**src/rtl/cpu_clk_pkg.sv**
```systemverilog
// Shared state encoding and divider width for cpu_clock_ctrl and its tests.
package cpu_clk_pkg;

  localparam int DIV_W = 32;

  // state     | meaning
  // RUN       | divider issues cpu_en every DIVn clks
  // WAIT_STEP | one cpu_en per debounced step press
  // HALTED    | syscall reached; only a go press releases the core
  typedef enum logic [1:0] {
    ST_RUN       = 2'b00,
    ST_WAIT_STEP = 2'b01,
    ST_HALTED    = 2'b10
  } state_e;

endpackage

```
**src/rtl/cpu_clock_ctrl_btn_debounce.sv**
```systemverilog
// btn_debounce: 2-FF synchroniser, stability counter and one-clk rising-edge pulse.
// A level is accepted once the synchronised input differs from it for DEB_CYCLES clks.
module btn_debounce #(
  parameter int unsigned DEB_CYCLES = 1_000_000
) (
  input  logic clk,
  input  logic rst_n,
  input  logic btn_raw,
  output logic btn_level,
  output logic btn_rise
);

  localparam int CNT_W = (DEB_CYCLES > 1) ? $clog2(DEB_CYCLES) : 1;
  localparam logic [CNT_W-1:0] CNT_MAX = CNT_W'(DEB_CYCLES - 1);
  localparam logic [CNT_W-1:0] CNT_ONE = CNT_W'(1);

  logic             r_sync1;
  logic             r_sync2;
  logic             r_level;
  logic             r_rise;
  logic [CNT_W-1:0] r_cnt;

  always_ff @(posedge clk or negedge rst_n) begin
    if (!rst_n) begin
      r_sync1 <= 1'b0;
      r_sync2 <= 1'b0;
      r_level <= 1'b0;
      r_rise  <= 1'b0;
      r_cnt   <= '0;
    end else begin
      r_sync1 <= btn_raw;
      r_sync2 <= r_sync1;
      r_rise  <= 1'b0;
      if (r_sync2 == r_level) begin
        r_cnt <= '0;
      end else if (r_cnt == CNT_MAX) begin
        r_cnt   <= '0;
        r_level <= r_sync2;
        r_rise  <= r_sync2;
      end else begin
        r_cnt <= r_cnt + CNT_ONE;
      end
    end
  end

  assign btn_level = r_level;
  assign btn_rise  = r_rise;

endmodule

```
**src/rtl/cpu_clock_ctrl.sv**
```systemverilog
// cpu_clock_ctrl: run/step/halt sequencing of the MIPS core step enable plus display scan strobe.
// Define CPU_CLOCK_CTRL_CYCLE_COUNT_EN to build the saturating instr_count counter.
module cpu_clock_ctrl
  import cpu_clk_pkg::*;
#(
  parameter int unsigned DIV0       = 50_000_000,
  parameter int unsigned DIV1       = 5_000_000,
  parameter int unsigned DIV2       = 500_000,
  parameter int unsigned DIV3       = 4,
  parameter int unsigned SCAN_DIV   = 100_000,
  parameter int unsigned DEB_CYCLES = 1_000_000
) (
  input  logic        clk,
  input  logic        rst_n,
  input  logic [1:0]  div_sel,
  input  logic        step_mode,
  input  logic        step_btn,
  input  logic        go_btn,
  input  logic        halt_in,
  output logic        cpu_en,
  output logic        scan_en,
  output logic [1:0]  state_o,
  output logic [31:0] instr_count
);

  localparam logic [DIV_W-1:0] DIV0_MAX = DIV_W'(DIV0 - 1);
  localparam logic [DIV_W-1:0] DIV1_MAX = DIV_W'(DIV1 - 1);
  localparam logic [DIV_W-1:0] DIV2_MAX = DIV_W'(DIV2 - 1);
  localparam logic [DIV_W-1:0] DIV3_MAX = DIV_W'(DIV3 - 1);
  localparam logic [DIV_W-1:0] DIV_ONE  = DIV_W'(1);

  localparam int SCAN_W = (SCAN_DIV > 1) ? $clog2(SCAN_DIV) : 1;
  localparam logic [SCAN_W-1:0] SCAN_MAX = SCAN_W'(SCAN_DIV - 1);
  localparam logic [SCAN_W-1:0] SCAN_ONE = SCAN_W'(1);

  logic             r_mode_s1;
  logic             r_mode_s2;
  logic [1:0]       r_div_s1;
  logic [1:0]       r_div_s2;
  logic [1:0]       r_div_prev;

  state_e           r_state;
  logic [DIV_W-1:0] r_div_cnt;
  logic             r_cpu_en;
  logic             r_resume;

  logic [SCAN_W-1:0] r_scan_cnt;
  logic              r_scan_en;

  logic             w_step_rise;
  logic             w_step_level;
  logic             w_go_rise;
  logic             w_go_level;
  logic             w_unused_levels;
  logic [DIV_W-1:0] w_div_max;
  logic             w_halt_hit;

  // Switch synchronisers carry no reset: the switch values present at reset
  // release, not a forced default, set the run rate and start mode.
  always_ff @(posedge clk) begin
    r_mode_s1  <= step_mode;
    r_mode_s2  <= r_mode_s1;
    r_div_s1   <= div_sel;
    r_div_s2   <= r_div_s1;
    r_div_prev <= r_div_s2;
  end

  btn_debounce #(.DEB_CYCLES(DEB_CYCLES)) u_step_deb (
    .clk       (clk),
    .rst_n     (rst_n),
    .btn_raw   (step_btn),
    .btn_level (w_step_level),
    .btn_rise  (w_step_rise)
  );

  btn_debounce #(.DEB_CYCLES(DEB_CYCLES)) u_go_deb (
    .clk       (clk),
    .rst_n     (rst_n),
    .btn_raw   (go_btn),
    .btn_level (w_go_level),
    .btn_rise  (w_go_rise)
  );

  assign w_unused_levels = w_step_level ^ w_go_level;

  always_comb begin
    w_div_max = DIV0_MAX;
    case (r_div_s2)
      2'd1:    w_div_max = DIV1_MAX;
      2'd2:    w_div_max = DIV2_MAX;
      2'd3:    w_div_max = DIV3_MAX;
      default: w_div_max = DIV0_MAX;
    endcase
  end

  // The resume pulse executes the syscall itself, so its halt_in must not re-halt.
  assign w_halt_hit = r_cpu_en & halt_in & ~r_resume;

  always_ff @(posedge clk or negedge rst_n) begin
    if (!rst_n) begin
      r_state   <= ST_RUN;
      r_div_cnt <= '0;
      r_cpu_en  <= 1'b0;
      r_resume  <= 1'b0;
    end else begin
      r_cpu_en <= 1'b0;
      r_resume <= 1'b0;
      if (w_halt_hit) begin
        r_state   <= ST_HALTED;
        r_div_cnt <= '0;
      end else begin
        case (r_state)
          ST_RUN: begin
            if (r_mode_s2) begin
              r_state   <= ST_WAIT_STEP;
              r_div_cnt <= '0;
            end else if (r_div_s2 != r_div_prev) begin
              r_div_cnt <= '0;
            end else if (r_div_cnt >= w_div_max) begin
              r_div_cnt <= '0;
              r_cpu_en  <= 1'b1;
            end else begin
              r_div_cnt <= r_div_cnt + DIV_ONE;
            end
          end
          ST_WAIT_STEP: begin
            r_div_cnt <= '0;
            if (w_step_rise) begin
              r_cpu_en <= 1'b1;
            end
            if (!r_mode_s2) begin
              r_state <= ST_RUN;
            end
          end
          ST_HALTED: begin
            r_div_cnt <= '0;
            if (w_go_rise) begin
              r_cpu_en <= 1'b1;
              r_resume <= 1'b1;
              r_state  <= r_mode_s2 ? ST_WAIT_STEP : ST_RUN;
            end
          end
          default: begin
            r_state   <= ST_RUN;
            r_div_cnt <= '0;
          end
        endcase
      end
    end
  end

  always_ff @(posedge clk or negedge rst_n) begin
    if (!rst_n) begin
      r_scan_cnt <= '0;
      r_scan_en  <= 1'b0;
    end else begin
      r_scan_en <= (r_scan_cnt == SCAN_MAX);
      if (r_scan_cnt == SCAN_MAX) begin
        r_scan_cnt <= '0;
      end else begin
        r_scan_cnt <= r_scan_cnt + SCAN_ONE;
      end
    end
  end

`ifdef CPU_CLOCK_CTRL_CYCLE_COUNT_EN
  logic [31:0] r_instr_cnt;

  always_ff @(posedge clk or negedge rst_n) begin
    if (!rst_n) begin
      r_instr_cnt <= '0;
    end else if (r_cpu_en && (r_instr_cnt != 32'hFFFF_FFFF)) begin
      r_instr_cnt <= r_instr_cnt + 32'd1;
    end
  end

  assign instr_count = r_instr_cnt;
`else
  assign instr_count = 32'd0;
`endif

  assign cpu_en  = r_cpu_en;
  assign scan_en = r_scan_en;
  assign state_o = r_state;

endmodule

```
**config.mk**
```make
export PLATFORM = sky130hd
export DESIGN_NAME = cpu_clock_ctrl
export DESIGN_NICKNAME = d
export VERILOG_FILES = /design/src/rtl/cpu_clk_pkg.sv /design/src/rtl/cpu_clock_ctrl_btn_debounce.sv /design/src/rtl/cpu_clock_ctrl.sv
export SDC_FILE = /design/constraint.sdc
export NUM_CORES = 1
export LEC_CHECK = 0
export ABC_CLOCK_PERIOD_IN_PS = 8200
export CAP_MARGIN = 20
export CORE_UTILIZATION = 60
export DETAILED_ROUTE_END_ITERATION = 7
export PLACE_DENSITY = 0.81
export SLEW_MARGIN = 10
export SYNTH_ARGS = -nofsm -noshare
export SYNTH_HDL_FRONTEND = slang
export SYNTH_HIERARCHICAL = 1
export SYNTH_SLANG_ARGS = --single-unit
```
**constraint.sdc**
```tcl
create_clock -name clk -period 8.2 [get_ports clk]
set_clock_uncertainty 0.05 [all_clocks]
set_input_delay 2.05 -clock clk [delete_from_list [all_inputs] [get_ports clk]]
set_output_delay 2.05 -clock clk [all_outputs]
set_load 0.05 [all_outputs]
```
==> results of run 1 <==
## per-layer routing
metal  track usage (%)  vias up  wire length (microns)  share of wire [%]
li1                  -     2026                      -                  -
met1              30.6     2095                   4970                 46
met2              38.2       81                   5280                 49
met3              3.80        7                    375                3.5
met4              5.57        0                     74               0.69
met5                 0        -                      0                  0
## cell families after synthesis
family          synth area share (%)
fa+ha+maj                       5.41
mux                            0.545
flops                           45.5
compound gates                  11.2
other cells                   0.0628
xor+xnor                        9.25
simple gates                    20.8
buf+inv                         7.26
## sequential cells by signal, indices dropped and copies added (netlist names), 2 cells and up
signal	flops
r_div_cnt	32
r_div_prev	2
r_div_s1	2
r_div_s2	2
r_scan_cnt	17
state_o	2
u_go_deb/r_cnt	20
u_step_deb/r_cnt	20
## worst paths after layout
kind                             startpoint       endpoint  slack (ps)
min in group asynchronous             rst_n       r_resume        1640
worst max register to register  r_div_s2[1]   r_div_cnt[0]        4990
max in group asynchronous             rst_n  r_div_cnt[25]        5330
worst max-delay path             state_o[0]     state_o[0]        4420
worst min register to register  r_div_s1[0]    r_div_s2[0]         300
worst min-delay path            r_div_s1[0]    r_div_s2[0]         300
## through the flow
stage / hold WS, ps / area (sq um)
final: 297 / 6260
after global routing: 306 / 6260
after floorplan: 260 / 6100
after CTS: 299 / 6260
after detailed placement: 270 / 6070
after global placement: 261 / 6070
## cells in the mapped netlist (2+ instances only)
library cell               count
sky130_fd_sc_hd__nor4bb_1      2
sky130_fd_sc_hd__or2_2         3
sky130_fd_sc_hd__and4b_1       2
sky130_fd_sc_hd__o211ai_1      4
sky130_fd_sc_hd__dfxtp_1       8
sky130_fd_sc_hd__or3_2         6
sky130_fd_sc_hd__or3_1         5
sky130_fd_sc_hd__nand4_1      21
sky130_fd_sc_hd__nor4_1        6
sky130_fd_sc_hd__and3_1       12
sky130_fd_sc_hd__nor2b_1       4
sky130_fd_sc_hd__o21ai_0      17
sky130_fd_sc_hd__nand3_2       2
sky130_fd_sc_hd__nand2b_1      2
sky130_fd_sc_hd__buf_4        32
sky130_fd_sc_hd__xor2_1       41
sky130_fd_sc_hd__dfrtp_1     102
sky130_fd_sc_hd__clkbuf_1     16
sky130_fd_sc_hd__nand3b_1      3
sky130_fd_sc_hd__buf_6         2
sky130_fd_sc_hd__or4_4         2
sky130_fd_sc_hd__and3_2        2
sky130_fd_sc_hd__and3b_1       2
sky130_fd_sc_hd__or4_1        12
sky130_fd_sc_hd__a211o_1       2
sky130_fd_sc_hd__nand3_1      35
sky130_fd_sc_hd__mux2_2        2
sky130_fd_sc_hd__nand2_1      22
sky130_fd_sc_hd__buf_2         4
sky130_fd_sc_hd__a211oi_2     19
sky130_fd_sc_hd__nor2_1       48
sky130_fd_sc_hd__a21oi_1      21
sky130_fd_sc_hd__a211oi_1      8
sky130_fd_sc_hd__nor3_1        5
sky130_fd_sc_hd__xnor2_1      22
sky130_fd_sc_hd__o31ai_1       6
sky130_fd_sc_hd__and4_1        7
sky130_fd_sc_hd__inv_1        24
sky130_fd_sc_hd__ha_1         25
sky130_fd_sc_hd__and2_1        3
sky130_fd_sc_hd__o21ba_2       2
## cell usage in the layout (no fill, tap or decap), types with 19 or more instances in the layout
master / Yosys / final
sky130_fd_sc_hd__nor2_1: 48 / 48
sky130_fd_sc_hd__nand2_1: 22 / 22
sky130_fd_sc_hd__ha_1: 25 / 25
sky130_fd_sc_hd__xor2_1: 41 / 41
sky130_fd_sc_hd__xnor2_1: 22 / 22
sky130_fd_sc_hd__a21oi_1: 21 / 21
sky130_fd_sc_hd__inv_1: 24 / 24
sky130_fd_sc_hd__nand3_1: 35 / 35
sky130_fd_sc_hd__nand4_1: 21 / 21
sky130_fd_sc_hd__dfrtp_1: 102 / 102
sky130_fd_sc_hd__conb_1: 1 / 37
sky130_fd_sc_hd__a211oi_2: 19 / 19
## power by group through the flow
stage | sequential, uW | combinational [uW] | clock [uW]
3_5_place_dp | 565 | 69.0 | 0
4_1_cts | 554 | 69.3 | 333
2_1_floorplan | 564 | 62.5 | 0
5_1_grt | 555 | 75.7 | 353
3_3_place_gp | 565 | 67.6 | 0
6_report | 554 | 68.3 | 326
## cell type report
type / count / area, sq um / area share (%)
clock buffers: 13 / 149 / 2.38
clock inverters: 3 / 45.0 / 0.719
inverters: 24 / 90.1 / 1.44
multi-input cells: 430 / 2960 / 47.2
repair buffers: 16 / 145 / 2.32
flip-flops and latches: 110 / 2710 / 43.3
well taps: 133 / 166 / 2.66
==> metrics.txt, run 1 <==
P_int=711 uW; setup violators final=0; biggest cell delay along the critical path=860 ps; leading register cell type out of synthesis=sky130_fd_sc_hd__dfrtp_1; element type at the critical path start=register; # Max-Cap Violations=0; Post-Place Cells=713; die footprint=0.0103 sq mm; Max IR drop VDD=0.0725 mV; 1st-iter DRT viols=189; worst min-delay path category=reg2reg; sequential cell fraction of total power=58.4%; ratio of cells with drive above 1 in the final layout=10.4%; total DRC errors in the routed layout=0; drt pass-1 iters=4; top-level port count=44; hold path depth=0; NumNets Final=624; clock share of power=34.3%; number of standard cells in the layout, taps in and fillers out=729; final worst slack=4420 ps; post-cts hold buffer count=0; post-detail-place hpwl=7.24 mm; die width=102 microns; core area=0.00968 sq mm; static leakage=0.00264 uW; remaining max-slew budget at the tightest pin=54.1%; initial antenna violation count=0; final core utilization=64.7%; top cell type by total area after synthesis=sky130_fd_sc_hd__dfrtp_1; Peak Freq=265 MHz; net switching share of the total power=25.0%; Worst Tran Pin Value=688 ps; Critical Path Stages=1; post-synthesis to final-layout area growth=4.99%; cells traversed along the worst timing path=clkdlybuf4s50_1; initial core utilization=61.6%; Clk Tree Root Cell=sky130_fd_sc_hd__clkbuf_8; post-synthesis average cell area=10.3 sq um; vias in the first global route=4004; RePlAce Congestion=0.791; number of antenna diodes=0; pin count of the biggest net entering global routing=58; remaining antenna violation count after routing=0; slowest stage cell, crit path=sky130_fd_sc_hd__clkdlybuf4s50_1; Setup crit end kind=primary output; synth top area cells=sky130_fd_sc_hd__dfrtp_1, sky130_fd_sc_hd__xor2_1, sky130_fd_sc_hd__ha_1; Crit Path Max Fanout=7; via-per-instance ratio=5.77; result of the run=complete, no violations; count of flip-flops with a built-in enable after synthesis=0; Clock Path Buffers=2; CTS tree=yes; global-route congestion overflow total=0; asr flop ratio synth=92.7%; Setup TNS Final=0 ps; Hold Vio Cnt, Final=0; max-slew violations=0; first-pass GRT wire length=18.4 mm; site row count=36; count of unique library cells instantiated by Yosys=60; vias post-DR=4209; PortBufs=11; fill cell instance count of the final layout=778; share of the cycle needed by the critical path after routing=46.1%; power spent charging and discharging nets=237 uW; number of post-CTS setup repair buffers=0; post-CTS clock slew at the launch and capture registers of the worst setup and hold paths=100 ps; Power, Total=948 uW; combinational cell fraction of total power=7.2%; yosys synthesis warning count=6; R2R cell count=9; sequential-to-total area share from yosys stat=45.5%; wire length after detailed routing=10.7 mm; Yosys reg bits=110; Clock Sinks=110; required time at the worst-slack endpoint=6100 ps; Routed wire per std cell=14.7 microns; post-synth design cell area=0.00597 sq mm; worst setup path category=reg2out; pwr dens=151 mW/mm^2; setup repair after global routing missed its margin=no; number of buffer and inverter stages on the critical path=1; die outline height=102 microns; Gates resized, CTS repair=0; delay-heaviest family, CP=buffers and inverters; worst slack at placement=4620 ps; clock insertion delay at the later pin of the skew report=360 ps; top-area cell type share of the netlist area=42.8%; GRT Util Overall=22.6%; final period demand of the worst path=3780 ps; data arrival time of the critical path=1680 ps; # H-tree levels=3; synthesized instance count=582; total CTS buffers=9
Note: power is estimated with default switching activity, not from simulation.
==> run 2, diff against run 1 <==
--- a/config.mk
+++ b/config.mk
@@ -5,11 +5,11 @@
 export SDC_FILE = /design/constraint.sdc
 export NUM_CORES = 1
 export LEC_CHECK = 0
-export ABC_CLOCK_PERIOD_IN_PS = 8200
+export ABC_CLOCK_PERIOD_IN_PS = 3350
 export CAP_MARGIN = 20
-export CORE_UTILIZATION = 60
+export CORE_UTILIZATION = 53
 export DETAILED_ROUTE_END_ITERATION = 7
-export PLACE_DENSITY = 0.81
+export PLACE_DENSITY = 0.76
 export SLEW_MARGIN = 10
 export SYNTH_ARGS = -nofsm -noshare
 export SYNTH_HDL_FRONTEND = slang
==> constraint.sdc (replaced) <==
create_clock -name clk -period 3.35 [get_ports clk]
set_clock_uncertainty 0.05 [all_clocks]
set_input_delay 0.8375 -clock clk [delete_from_list [all_inputs] [get_ports clk]]
set_output_delay 0.8375 -clock clk [all_outputs]
set_load 0.05 [all_outputs]
==> run 2 against run 1 <==
  * Final area is 1.0% higher
  * Count of clock-buffer cells in the layout is 3 lower
  * Non-clock buffer count is 2 higher
  * Sequential share of layout area is 0.44 points lower
==> metrics.txt, run 2 (synthesis gave the netlist of run 1 again) <==
# Max-Cap Violations=0 (unchanged); Crit Path Max Fanout=27 (+20); post-synthesis to final-layout area growth=6.06%; GRT Util Overall=21.4% (-1.3 points); die width=108 microns (+6.3%); pwr dens=383 mW/mm^2 (+150%); 1st-iter DRT viols=125 (-34%); vias in the first global route=4203 (+5.0%); most common cell after layout, fill and taps aside=sky130_fd_sc_hd__dfrtp_1; RePlAce Congestion=0.806 (+1.9%); Gates resized, CTS repair=0 (unchanged); pin count of the biggest net entering global routing=60 (+3.4%); initial antenna violation count=0 (unchanged); drt pass-1 iters=4 (unchanged); Setup TNS Final=0 ps (unchanged); Peak Freq=325 MHz; post-detail-place hpwl=7.97 mm (+9.9%); commonest cells after routing, fill and taps aside=sky130_fd_sc_hd__dfrtp_1, sky130_fd_sc_hd__nor2_1, sky130_fd_sc_hd__xor2_1, sky130_fd_sc_hd__conb_1, sky130_fd_sc_hd__nand3_1; ratio of cells with drive above 1 in the final layout=11.2% (+0.80 points); Clock Path Buffers=2 (unchanged); share of the cycle needed by the critical path after routing=91.9%; number of post-CTS setup repair buffers=0 (unchanged); static leakage=0.00268 uW (+1.4%); setup repair after global routing missed its margin=no; r2r endpoint=r_div_cnt[2]; post-CTS clock slew at the launch and capture registers of the worst setup and hold paths=120 ps (+20 ps); die outline height=108 microns (+6.3%); setup violators final=0 (unchanged); via-per-instance ratio=5.63 (-2.5%); setup slack, reg-to-reg=270 ps (-4720 ps); R2R cell count=9 (unchanged); top-level port count=44 (unchanged); CTS tree=yes; max-slew violations=0 (unchanged); Routed wire per std cell=15.5 microns (+5.5%); largest registers=r_div_cnt (32), u_go_deb/r_cnt (20), u_step_deb/r_cnt (20); Clock Sinks=110 (unchanged); total DRC errors in the routed layout=0 (unchanged); hold path depth=0 (unchanged); post-cts hold buffer count=0 (unchanged); startpoint of the worst hold path=r_div_s1[0]; flip-flop count of the largest register after layout=32 (unchanged); worst min-delay path category=reg2reg; data arrival time of the critical path=3320 ps (+1640 ps); Worst Tran Pin Value=609 ps (-79.1 ps); Endpoint, Worst Hold=r_div_s2[0]; remaining max-slew budget at the tightest pin=59.2% (+5.1 points); wire length after detailed routing=11.4 mm (+6.8%); result of the run=complete, no violations; Clk Tree Root Cell=sky130_fd_sc_hd__clkbuf_8; element type at the critical path start=register; remaining antenna violation count after routing=0 (unchanged); vias post-DR=4156 (-1.3%); total CTS buffers=9 (unchanged); clock insertion delay at the later pin of the skew report=400 ps (+40 ps); final period demand of the worst path=3080 ps; required time at the worst-slack endpoint=3600 ps (-2500 ps); Max IR drop VDD=0.407 mV (+460%); site row count=38 (+5.6%); global-route congestion overflow total=0 (unchanged); Most flops, register=r_div_cnt; worst reg2reg startpoint=r_div_s2[0]; Setup crit end kind=register; PortBufs=11 (unchanged); number of antenna diodes=0 (unchanged); first-pass GRT wire length=19.3 mm (+4.9%); hold slack=289 ps (-8.50 ps); worst setup path category=reg2reg; initial core utilization=54.8% (-6.8 points); NumNets Final=626 (+0.32%); core area=0.0109 sq mm (+12%); die footprint=0.0117 sq mm (+13%); Hold Vio Cnt, Final=0 (unchanged); # H-tree levels=3 (unchanged)
## run 2: cell types whose count changed in the layout (fill, tap and decap cells not counted)
cell and delta:
sky130_fd_sc_hd__clkbuf_1 -3, sky130_fd_sc_hd__inv_6 +3, sky130_fd_sc_hd__clkinvlp_4 -2, sky130_fd_sc_hd__buf_12 +1, sky130_fd_sc_hd__buf_4 +1, sky130_fd_sc_hd__clkinv_8 +1
sky130_fd_sc_hd__inv_8 +1
## run 2: area by class of cell
type | count | area [sq um]
inverters | 24 | 90.1
well taps | 140 | 175
flip-flops and latches | 110 | 2710
repair buffers | 18 | 173
fillers | 911 | 4560
clock buffers | 10 | 138
clock inverters | 6 | 83.8
multi-input cells | 430 | 2960
## run 2: through the flow
stage	std cells	setup WS [ps]	power [uW]	util, %	cell area (sq um)
finish	738	273	2420	58.1	6330
global route	738	22.2	2520	58.1	6330
CTS	738	262	2450	58.1	6330
detailed placement	722	282	1560	56.1	6110
global placement	722	541	1550	56.1	6110
floorplan	618	694	1530	-	6100
## run 2: worst max-delay path, cell delays in order (launching register included)
cell and delay, ps:
sky130_fd_sc_hd__dfxtp_1 460, sky130_fd_sc_hd__inv_1 100, sky130_fd_sc_hd__ha_1 290, sky130_fd_sc_hd__inv_1 220, sky130_fd_sc_hd__ha_1 290, sky130_fd_sc_hd__a211oi_1 260, sky130_fd_sc_hd__o211ai_1 140, sky130_fd_sc_hd__o211ai_1 350
sky130_fd_sc_hd__nand3_4 450, sky130_fd_sc_hd__a211oi_1 350
## run 2: worst max path at each step
| stage | depth (start not counted) | slack, ps | endpoint | start |
|---|---|---|---|---|
| 3_5_place_dp | 9 | 280 | r_div_cnt[4] | r_div_s2[0] |
| 2_1_floorplan | 10 | 690 | r_div_cnt[16] | r_div_s2[1] |
| 4_1_cts | 9 | 260 | r_div_cnt[2] | r_div_s2[0] |
| 6_report | 9 | 270 | r_div_cnt[2] | r_div_s2[0] |
| 3_3_place_gp | 9 | 540 | r_div_cnt[2] | r_div_s2[0] |
| 5_1_grt | 9 | 20 | r_div_cnt[2] | r_div_s2[0] |
## run 2: power breakdown
| group | switching, uW | internal (uW) |
|---|---|---|
| Combinational | 142 | 32.8 |
| Sequential | 13.2 | 1340 |
| Clock | 508 | 386 |
## run 2: per-layer routing
metal / part of all wire (%) / vias to the layer above / GRT usage, %
met5: 0 / - / 0
met4: 1.2 / 0 / 6.75
met3: 4.0 / 14 / 5.55
met2: 51 / 96 / 38.2
met1: 43 / 2025 / 24.9
li1: - / 2021 / -
==> run 3, diff against run 2 <==
--- a/config.mk
+++ b/config.mk
@@ -7,10 +7,11 @@
 export LEC_CHECK = 0
 export ABC_CLOCK_PERIOD_IN_PS = 3350
 export CAP_MARGIN = 20
-export CORE_UTILIZATION = 53
+export CORE_UTILIZATION = 58
 export DETAILED_ROUTE_END_ITERATION = 7
+export DONT_BUFFER_PORTS = 1
 export PLACE_DENSITY = 0.76
-export SLEW_MARGIN = 10
+export RECOVER_POWER = 25
 export SYNTH_ARGS = -nofsm -noshare
 export SYNTH_HDL_FRONTEND = slang
 export SYNTH_HIERARCHICAL = 1
==> run 3 against run 2 <==
  * Die area fell by 8.5%
  * Critical endpoint is now r_div_cnt[13]
  * Total power fell by 4.4%
  * Via count is 0.24% higher
  * Critical path type unchanged
  * Largest power group unchanged
  * Worst hold slack worse by 200 ps
  * Routed wire length decreased by 1.9%
  * Final cell count fell by 2.4%
  * First-iteration DRC count rose by 34%
  * Largest cell class unchanged
==> metrics.txt, run 3 (synthesis gave the netlist of run 1 again) <==
sequential cell fraction of total power=58.5% (+2.6 points); final period demand of the worst path=3010 ps (-71.0 ps); Crit Path Max Fanout=15 (-44%); setup repair after global routing missed its margin=no; post-detail-place hpwl=7.53 mm (-5.5%); number of antenna diodes=0 (unchanged); worst reg2reg startpoint=r_div_s2[1]; core area=0.00986 sq mm (-9.4%); required time at the worst-slack endpoint=3590 ps (about the same); die width=103 microns (-4.3%); Worst Tran Pin Value=668 ps (+58.8 ps); Clock Sinks=110 (unchanged); fill cell instance count of the final layout=794 (-13%); top-level port count=44 (unchanged); initial antenna violation count=1 (+1); post-synthesis to final-layout area growth=3.92%; global-route met3 utilization=4.37% (-1.2 points); CTS tree=yes; power spent charging and discharging nets=648 uW (-2.3%); Clock Path Buffers=2 (unchanged); remaining antenna violation count after routing=0 (unchanged); Hold Vio Cnt, Final=0 (unchanged); net switching share of the total power=28.0% (+0.59 points); via-per-instance ratio=5.79 (+2.7%); wire length after detailed routing=11.2 mm (-1.9%); gr busiest metal=met2; element type at the critical path start=register; flip-flop count of the largest register after layout=32 (unchanged); result of the run=complete, no violations; site row count=36 (-5.3%); data arrival time of the critical path=3250 ps (-70 ps); initial core utilization=60.5% (+5.7 points); cells traversed along the worst timing path=inv_1, ha_1, inv_1, ha_1, a211o_1, a41oi_1, o211ai_2, buf_4, a211oi_2; Routed wire per std cell=15.6 microns (+0.58%); pin count of the biggest net entering global routing=103 (+72%); largest registers=r_div_cnt (32), u_go_deb/r_cnt (20), u_step_deb/r_cnt (20); NumNets Final=615 (-1.8%); static leakage=0.00262 uW (-2.2%); total CTS buffers=9 (unchanged); # H-tree levels=3 (unchanged); 1st-iter DRT viols=168 (+34%); global-route congestion overflow total=0 (unchanged); fraction of met1 tracks used by global routing=29.7% (+4.8 points); PortBufs=0 (-11); post-CTS clock slew at the launch and capture registers of the worst setup and hold paths=110 ps (about the same); pwr dens=374 mW/mm^2 (-2.4%); remaining max-slew budget at the tightest pin=55.3% (-3.8 points); GRT Util Overall=22.2% (+0.81 points); clock share of power=35.5% (-1.4 points); max-slew violations=0 (unchanged); worst min-delay path category=in2async; P_int=1670 uW (-5.1%); share of the cycle needed by the critical path after routing=89.7% (-2.1 points); Setup crit end kind=register; Peak Freq=333 MHz (+2.4%); worst setup path category=reg2reg; commonest cells after routing, fill and taps aside=sky130_fd_sc_hd__dfrtp_1, sky130_fd_sc_hd__nor2_1, sky130_fd_sc_hd__xor2_1, sky130_fd_sc_hd__conb_1, sky130_fd_sc_hd__nand3_1; Clk Tree Root Cell=sky130_fd_sc_hd__clkbuf_8; die outline height=103 microns (-4.3%); Max IR drop VDD=0.301 mV (-26%); Critical path origin=r_div_s2[1]; post-cts hold buffer count=0 (unchanged); clock insertion delay at the later pin of the skew report=380 ps (-20 ps); ratio of cells with drive above 1 in the final layout=11.2% (+0.040 points); vias in the first global route=3864 (-8.1%); Global Route met2 Usage=36.5% (-1.6 points); slowest stage cell, crit path=sky130_fd_sc_hd__dfxtp_1; die footprint=0.0107 sq mm (-8.5%); biggest cell delay along the critical path=560 ps (+100 ps); most common cell after layout, fill and taps aside=sky130_fd_sc_hd__dfrtp_1; first-pass GRT wire length=18.2 mm (-5.7%); R2R cell count=9 (unchanged); setup slack, reg-to-reg=340 ps (+70 ps); total DRC errors in the routed layout=0 (unchanged); vias post-DR=4166 (+0.24%); end point of the critical path=r_div_cnt[13]; r2r endpoint=r_div_cnt[13]; # Max-Cap Violations=0 (unchanged); setup violators final=0 (unchanged); combinational cell fraction of total power=6.0% (-1.2 points); Most flops, register=r_div_cnt; Power, Total=2320 uW (-4.4%); drt pass-1 iters=5 (+1); RePlAce Congestion=0.844 (+4.8%); Setup TNS Final=0 ps (unchanged)
## run 3: power by group through the flow
| stage | logic (uW) | clock network (uW) | registers, uW |
|---|---|---|---|
| floorplan | 153 | 0 | 1380 |
| global placement | 134 | 0 | 1380 |
| detailed placement | 137 | 0 | 1380 |
| CTS | 137 | 846 | 1360 |
| global route | 150 | 893 | 1360 |
| finish | 138 | 823 | 1360 |
## run 3: worst min-delay path by stage
stage | start | end | slack, ps
floorplan | r_div_s1[0] | r_div_s2[0] | 260
global placement | r_div_s1[0] | r_div_s2[0] | 270
detailed placement | r_div_s1[0] | r_div_s2[0] | 280
CTS | rst_n | scan_en | 70
global route | rst_n | u_step_deb/r_cnt[0] | 60
finish | rst_n | r_resume | 90
## run 3: cell type report
type	instances	area [sq um]	area share, %
flip-flops and latches	110	2710	43.7
inverters	24	90.1	1.45
multi-input cells	431	2970	48.0
well taps	133	166	2.68
repair buffers	6	45.0	0.726
clock inverters	7	88.8	1.43
clock buffers	9	124	2.00
## run 3: timing repair
action	CTS	global route
endpoints found under the setup margin	0	25
resized for setup	0	1
endpoints found under the hold margin	0	0
setup buffers	0	2
## run 3: per-stage QoR
stage | instances | cell area (sq um) | setup slack [ps] | util (%) | hold WS, ps
after CTS | 717 | 6170 | 133 | 62.5 | 72.7
after global routing | 720 | 6200 | 79.5 | 62.9 | 64.1
after floorplan | 618 | 6100 | 694 | - | 260
final | 720 | 6200 | 344 | 62.9 | 87.0
after detailed placement | 701 | 5960 | 152 | 60.4 | 276
after global placement | 701 | 5960 | 429 | 60.4 | 270
## run 3: routing by layer
layer	vias to the layer above	wire length (microns)	share of wire, %
li1	2007	-	-
met1	2035	5020	45
met2	108	5540	49
met3	14	509	4.5
met4	2	124	1.1
met5	-	16	0.14
## run 3: worst max-delay path: cells and delay by family, from the launching register on
family	cells	cell delay (ps)
compound gates	4	1040
fa+ha+maj	2	570
buf+inv	3	670
flops	1	560
